`src/rtl/wb_bus_arbiter.sv`:
```
// rtl/wb_bus_arbiter.sv - round-robin arbiter sharing one pipelined Wishbone B4 port between masters D and I
module wb_bus_arbiter #(
    parameter int ADDR_W   = 30,
    parameter int DATA_W   = 32,
    parameter int MAX_OUTS = 4,
    parameter int TIMEOUT  = 255
) (
    input  logic                clk,
    input  logic                reset,
    input  logic                d_cyc,
    input  logic                d_stb,
    input  logic                d_we,
    input  logic [DATA_W/8-1:0] d_sel,
    input  logic [ADDR_W-1:0]   d_addr,
    input  logic [DATA_W-1:0]   d_wdata,
    output logic                d_ack,
    output logic                d_stall,
    output logic                d_err,
    output logic [DATA_W-1:0]   d_rdata,
    input  logic                i_cyc,
    input  logic                i_stb,
    input  logic                i_we,
    input  logic [DATA_W/8-1:0] i_sel,
    input  logic [ADDR_W-1:0]   i_addr,
    input  logic [DATA_W-1:0]   i_wdata,
    output logic                i_ack,
    output logic                i_stall,
    output logic                i_err,
    output logic [DATA_W-1:0]   i_rdata,
    output logic                o_wb_cyc,
    output logic                o_wb_stb,
    output logic                o_wb_we,
    output logic [DATA_W/8-1:0] o_wb_sel,
    output logic [ADDR_W-1:0]   o_wb_addr,
    output logic [DATA_W-1:0]   o_wb_data,
    input  logic                i_wb_ack,
    input  logic                i_wb_stall,
    input  logic [DATA_W-1:0]   i_wb_data,
    output logic [1:0]          grant
);

    localparam int OUTS_W = $clog2(MAX_OUTS + 1);
    localparam int TMO_W  = $clog2(TIMEOUT + 1);
    localparam logic [OUTS_W-1:0] OUTS_MAX = OUTS_W'(MAX_OUTS);
    localparam logic [TMO_W-1:0]  TMO_MAX  = TMO_W'(TIMEOUT);

    typedef enum logic [1:0] {
        S_IDLE,
        S_OWN_D,
        S_OWN_I,
        S_ERR
    } state_t;

    state_t              state, state_nx;
    logic                last_i, last_i_nx;     // 1: I was the most recent owner
    logic [OUTS_W-1:0]   outs, outs_nx;
    logic [TMO_W-1:0]    tmo, tmo_nx;

    logic                own_d, own_i, owned, in_err;
    logic                x_cyc, x_stb, x_we;
    logic [DATA_W/8-1:0] x_sel;
    logic [ADDR_W-1:0]   x_addr;
    logic [DATA_W-1:0]   x_wdata;
    logic                outs_full, stb_out, accept, ack_fwd;

    always_ff @(posedge clk) begin
        if (reset) begin
            state  <= S_IDLE;
            last_i <= 1'b1;
            outs   <= '0;
            tmo    <= '0;
        end else begin
            state  <= state_nx;
            last_i <= last_i_nx;
            outs   <= outs_nx;
            tmo    <= tmo_nx;
        end
    end

    assign own_d  = (state == S_OWN_D);
    assign own_i  = (state == S_OWN_I);
    assign owned  = own_d | own_i;
    assign in_err = (state == S_ERR);

    assign x_cyc   = own_d ? d_cyc   : i_cyc;
    assign x_stb   = own_d ? d_stb   : i_stb;
    assign x_we    = own_d ? d_we    : i_we;
    assign x_sel   = own_d ? d_sel   : i_sel;
    assign x_addr  = own_d ? d_addr  : i_addr;
    assign x_wdata = own_d ? d_wdata : i_wdata;

    assign outs_full = (outs == OUTS_MAX);
    assign stb_out   = owned & x_cyc & x_stb & ~outs_full;
    assign accept    = stb_out & ~i_wb_stall;
    // An ack with nothing outstanding belongs to no request of this tenure.
    assign ack_fwd   = owned & i_wb_ack & (outs != '0);

    assign o_wb_cyc  = owned & x_cyc;
    assign o_wb_stb  = stb_out;
    assign o_wb_we   = owned & x_we;
    assign o_wb_sel  = owned ? x_sel   : '0;
    assign o_wb_addr = owned ? x_addr  : '0;
    assign o_wb_data = owned ? x_wdata : '0;

    assign d_ack   = own_d & ack_fwd;
    assign i_ack   = own_i & ack_fwd;
    assign d_stall = own_d ? (i_wb_stall | outs_full) : 1'b1;
    assign i_stall = own_i ? (i_wb_stall | outs_full) : 1'b1;
    assign d_err   = in_err & ~last_i;
    assign i_err   = in_err & last_i;
    assign d_rdata = own_d ? i_wb_data : '0;
    assign i_rdata = own_i ? i_wb_data : '0;
    assign grant   = {own_i | (in_err & last_i), own_d | (in_err & ~last_i)};

    always_comb begin
        state_nx  = state;
        last_i_nx = last_i;
        outs_nx   = outs;
        tmo_nx    = tmo;
        case (state)
            S_IDLE: begin
                outs_nx = '0;
                tmo_nx  = '0;
                if (d_cyc && i_cyc)
                    state_nx = last_i ? S_OWN_D : S_OWN_I;
                else if (d_cyc)
                    state_nx = S_OWN_D;
                else if (i_cyc)
                    state_nx = S_OWN_I;
            end
            S_OWN_D, S_OWN_I: begin
                if (!x_cyc) begin
                    state_nx  = S_IDLE;
                    last_i_nx = own_i;
                    outs_nx   = '0;
                    tmo_nx    = '0;
                end else if (tmo == TMO_MAX) begin
                    state_nx  = S_ERR;
                    last_i_nx = own_i;
                    outs_nx   = '0;
                    tmo_nx    = '0;
                end else begin
                    if (accept && !ack_fwd)
                        outs_nx = outs + OUTS_W'(1);
                    else if (!accept && ack_fwd)
                        outs_nx = outs - OUTS_W'(1);
                    tmo_nx = ((outs != '0) && !i_wb_ack) ? tmo + TMO_W'(1) : '0;
                end
            end
            S_ERR: begin
                state_nx = S_IDLE;
            end
            default: begin
                state_nx = S_IDLE;
            end
        endcase
    end

endmodule

```
`config.mk`:
```
export PLATFORM = sky130hd
export DESIGN_NAME = wb_bus_arbiter
export DESIGN_NICKNAME = d
export VERILOG_FILES = /design/src/rtl/wb_bus_arbiter.sv
export SDC_FILE = /design/constraint.sdc
export NUM_CORES = 1
export LEC_CHECK = 0
export ABC_AREA = 1
export CORE_AREA = 10 10 114 116
export CTS_BUF_LIST = sky130_fd_sc_hd__clkbuf_4 sky130_fd_sc_hd__clkbuf_8
export CTS_CLUSTER_SIZE = 25
export DETAILED_ROUTE_END_ITERATION = 6
export DIE_AREA = 0 0 124 126
export PLACE_DENSITY_LB_ADDON = 0.08
export RECOVER_POWER = 50
export SYNTH_ARGS = -nofsm -noshare
export SYNTH_HDL_FRONTEND = slang
export SYNTH_SLANG_ARGS = --single-unit
```
`constraint.sdc`:
```
create_clock -name clk -period 3.1 [get_ports clk]
set_input_delay 0.93 -clock clk [delete_from_list [all_inputs] [get_ports clk]]
set_output_delay 0.93 -clock clk [all_outputs]
set_load 0.05 [all_outputs]
```
# Word-level counts from Yosys, hierarchy flattened

Index checks and enable logic that the tools add are counted.

Bits in registers: 14
Input bits: 174

Reduce and logical (&&, ||, !) cells: 14
Eq/ne operators: 9
Add/sub/neg operators: 3
Bitwise gates (word level): 18
Multiplexer cells: 31

Operators by type and width:

| kind                  | count |
|---|---|
| $mux W32              | 4 |
| $mux W30              | 2 |
| $mux W8               | 3 |
| $pmux W8 S2           | 1 |
| $mux W2               | 6 |
| $mux W3               | 4 |
| $and A1 B1 Y1         | 11 |
| $add A8 B1 Y8 const B | 1 |
| $eq A8 B8 Y1 const B  | 1 |
| $mux W4               | 2 |
| $mux W1               | 7 |
| $pmux W2 S3           | 1 |
| $pmux W3 S2           | 1 |
| $reduce_and A2 Y1     | 3 |
| $ne A5 B5 Y1 const B  | 1 |
| $eq A2 B2 Y1 const B  | 2 |
| $logic_and A1 B1 Y1   | 4 |
| $ne A4 B4 Y1 const B  | 1 |
| $or A1 B1 Y1          | 4 |
| $add A3 B1 Y3 const B | 1 |
| $eq A3 B3 Y1 const B  | 1 |
| $logic_not A1 Y1      | 3 |
| $ne A3 B3 Y1 const B  | 1 |
| $not A1 Y1            | 3 |
| 7 further kinds       | 7 |

# Longest topological paths before layout

Depth in word-level cells: 13
Gate-level depth with buffers: 17
Depth with buffers taken out: 17

# Least setup slack after synthesis

OpenSTA, ideal clock, no wires.

Path kind: input port to output port
Start point: input port i_cyc
End point: output port o_wb_stb
Slack: 0.042 ns
Required time: 2.170 ns
Cell stages on the path: 6
Arrival time: 2.128 ns
Cell sequence: inv_1 nand2_2 nand2_2 nor2_8 nand2_1 nor2_1

Cells in the longest elaborated chain, start to end: 4

RTL lines:

| what                        | line | RTL |
|---|---|---|
| start, declared             | 20   | `input logic i_cyc,` |
| $mux W1                     | 85   | `assign x_cyc = own_d ? d_cyc : i_cyc;` |
| $and A1 B1 Y1               | -    |  |
| net o_wb_cyc                | 30   | `output logic o_wb_cyc,` |
| $and A1 B1 Y1 (2 in series) | 93   | `assign stb_out = owned & x_cyc & x_stb & ~outs_full;` |
| end, declared               | 31   | `output logic o_wb_stb,` |

The timed path passes the listed nets, and every way through them passes these cells.

# Worst setup path after layout

Start point: input port d_cyc
End point: output port o_wb_stb

Cells in the longest elaborated chain, start to end: 4

RTL lines:

| what                        | line | RTL |
|---|---|---|
| start, declared             | 10   | `input logic d_cyc,` |
| $mux W1                     | 85   |  |
| $and A1 B1 Y1 (3 in series) | 93   |  |

Every way passes these cells.

==> summary.txt <==
Critical path
  • Worst path most repeated cell: nand2_2
  • Depth of the most critical reg-to-reg path: 17
  • Critical path depth in cells: 8
  • Slowest cell delay on critical path: 480 ps
  • Critical path class: in -> out
  • WP data arrival: 2110 ps
  • Slowest CP cell: clkdlybuf4s50_1
  • Worst Setup Start Kind: input pin
  • CP cell instances: clkdlybuf4s50_1 -> inv_1 -> nand2_2 -> nand2_2 -> nor2_8 -> nand2_1 -> nor2_2 -> buf_12
  • FF-to-FF End: outs[2]
  • Largest delay contributor family on the critical path: buffers and inverters
  • Worst Path Max Fanout: 3
  • Crit path required time: 2170 ps
  • FF-to-FF setup slack: 370 ps
  • Reg2reg start: state[1]
  • CP Capture Type: output pin
  • Buf/Inv on CP: 3

STA
  • Max Fclk: 0.329 GHz
  • Final min period: 3040 ps
  • Slew Viols, Final: 0
  • Relative slew slack: 59.1%
  • Final setup violation count: 0
  • RSZ-0062 raised after global routing: yes
  • Worst hold slack: 487 ps
  • Fin crit share: 98.1%
  • Final hold vios: 0
  • Setup Skew: 6.72 ps
  • Total Neg Setup Slack: 0 ps
  • Slew @ Worst Pin: 616 ps

Logic synthesis
  • Mapped Nets: 706
  • Number of synthesized register bits: 14
  • Ys async rst share: 0%
  • Synthesized area per cell: 4.74 sq um
  • Syn Std Cell Area: 2490 sq um
  • EDFF count, synth: 0
  • Cells after synthesis: 524
  • Synthesis Warnings: 0
  • Seq/Total Area, Yosys: 11.3%
  • Top FF cell, synth: dfxtp_1
  • Yosys cell types: 27

Power
  • Worst IR drop on VDD: 538 uV
  • Pwr/cell area: 1020 nW/um^2
  • Leakage: 4.00 nW
  • Total power: 6.81 mW

Floorplanning
  • Num ports: 315
  • Row count: 38
  • Starting Density: 23.2%
  • Die Wd: 124 microns
  • Core box area: 10700 sq um
  • Die Height: 126 microns
  • Die area: 15600 sq um

Min path
  • Hold Crit Class: reg -> reg
  • Worst hold path depth: 2
  • Hold_sp: tmo[7]
  • Worst hold endpoint: tmo[7]

Status
  • Outcome: finished clean

Drt
  • Vias: 4302
  • Iteration-0 DRC Markers: 283
  • Mean routed wirelength per cell: 20.4 microns
  • Pre-Repair DR Iteration Count: 5
  • Final wirelength: 19600 microns
  • Number of routed nets with antenna violations: 0
  • DRC Markers: 0
  • DR vias/cell: 4.48

Placement
  • # port buffers: 314
  • Placer Congestion: 0.909
  • Placed cell count: 953
  • HPWL after detailed placement: 17000 microns

Finish
  • Final net count: 1001
  • Area grow syn2layout: 168%
  • Final cell count without fillers: 960
  • Final cell utilization of the core: 62.2%
  • Layout cell share with drive strength beyond 1: 15.2%

CTS
  • Sink Count: 14
  • CTS Buf Count: 3
  • Longest Clk Path Bufs: 2
  • H-tree Lvls: 1
  • CTS tree: done
  • Clk slew on worst S/H paths: 70 ps
  • Skew-Pair Late Insertion Delay: 250 ps
  • Hold Buf Count CTS: 0
  • Clock root buffer master: clkbuf_8

GRT
  • First-pass GRT wire length: 27600 microns
  • GRT overflow: 0
  • GRT Total Usage: 23.5%
  • Initial antenna violation count: 3
  • Number of global-route vias before repair: 4224
  • Largest net degree at the start of global routing: 103

Job
  • Max-Cap Viols: 0
## metrics by stage
| step | area [sq um] | setup WS, ps |
|---|---|---|
| after CTS | 7200 | 24.3 |
| after global placement | 7140 | 47.6 |
| after detailed placement | 7140 | 27.9 |
| after floorplan | 2490 | 41.7 |
| after global routing | 6650 | -25.7 |
| final | 6660 | 59.6 |
## registers in the layout, indices dropped and copies added, names as in the netlist
| signal | flops |
|---|---|
| last_i | 1 |
| outs | 3 |
| state | 2 |
| tmo | 8 |
## worst max path at each step
stage,to,start,slack (ps)
2_1_floorplan,o_wb_stb,i_cyc,40
3_3_place_gp,o_wb_stb,d_cyc,50
3_5_place_dp,o_wb_stb,d_cyc,30
4_1_cts,o_wb_stb,d_cyc,20
5_1_grt,o_wb_stb,d_cyc,-30
6_report,o_wb_stb,d_cyc,60
## report_power, final
part / internal [mW] / switching [mW]
Sequential: 0.209 / 0.0311
Combinational: 2.48 / 3.91
Clock: 0.113 / 0.0734
## metal layers
metal	routed length [microns]	track usage, %
met4	546	6.57
met3	2310	10.7
met2	9950	41.0
met5	20	0
met1	6770	24.7
## repair_timing
item	4_1_cts	5_1_grt
setup endpoints to repair	0	10
buffers inserted	0	0
gates resized for setup	0	9
## synthesized netlist by cell type (2+ instances only)
| library cell | number | area share (%) |
|---|---|---|
| nor2_1 | 161 | 24 |
| nand2_1 | 105 | 16 |
| inv_1 | 87 | 13 |
| o21ai_0 | 72 | 14 |
| clkbuf_1 | 27 | 4.1 |
| dfxtp_1 | 14 | 11 |
| nand3_1 | 13 | 2.6 |
| a21oi_1 | 8 | 1.6 |
| ha_1 | 7 | 3.5 |
| nand2_2 | 5 | 1.3 |
| buf_2 | 4 | 0.81 |
| inv_2 | 2 | 0.30 |
| nand4_1 | 2 | 0.50 |
| nor3_2 | 2 | 0.81 |
| o21ai_1 | 2 | 0.40 |
| xnor2_1 | 2 | 0.70 |
## area by class of cell
| class | instances | area (sq um) |
|---|---|---|
| Fill cell | 966 | 4040 |
| Antenna cell | 2 | 5.00 |
| Clock buffer | 4 | 55.1 |
| Inverter | 89 | 334 |
| Multi-Input combinational cell | 389 | 1760 |
| Timing Repair Buffer | 322 | 4050 |
| Tap cell | 140 | 175 |
| Sequential cell | 14 | 280 |
## worst min-delay path, cell delays in order, from the launching register on
cell and delay (ps):
dfxtp_1 330, nand2_1 60, a21oi_1 60
## cells by family (layout without fill, tap and decap cells)
logic type	count (synthesis)	after routing	share of synthesized area, %
flops	14	14	11.3
simple gates	294	294	47.6
compound gates	85	85	17.4
other cells	0	2	0
fa+ha+maj	8	8	4.33
buf+inv	121	415	18.8
xor+xnor	2	2	0.705
## layout by cell type (no fill, tap or decap), types with 8 or more instances in the layout
master and n:
nand3_1 14, clkbuf_2 13, nor2_2 9, nand2_1 106
dlymetal6s2s_1 45, inv_1 87, a21oi_1 8, o21ai_0 73
clkdlybuf4s50_1 173, dfxtp_1 14, nor2_1 153, buf_12 80
No activity file was read; power rests on OpenSTA's default activity.
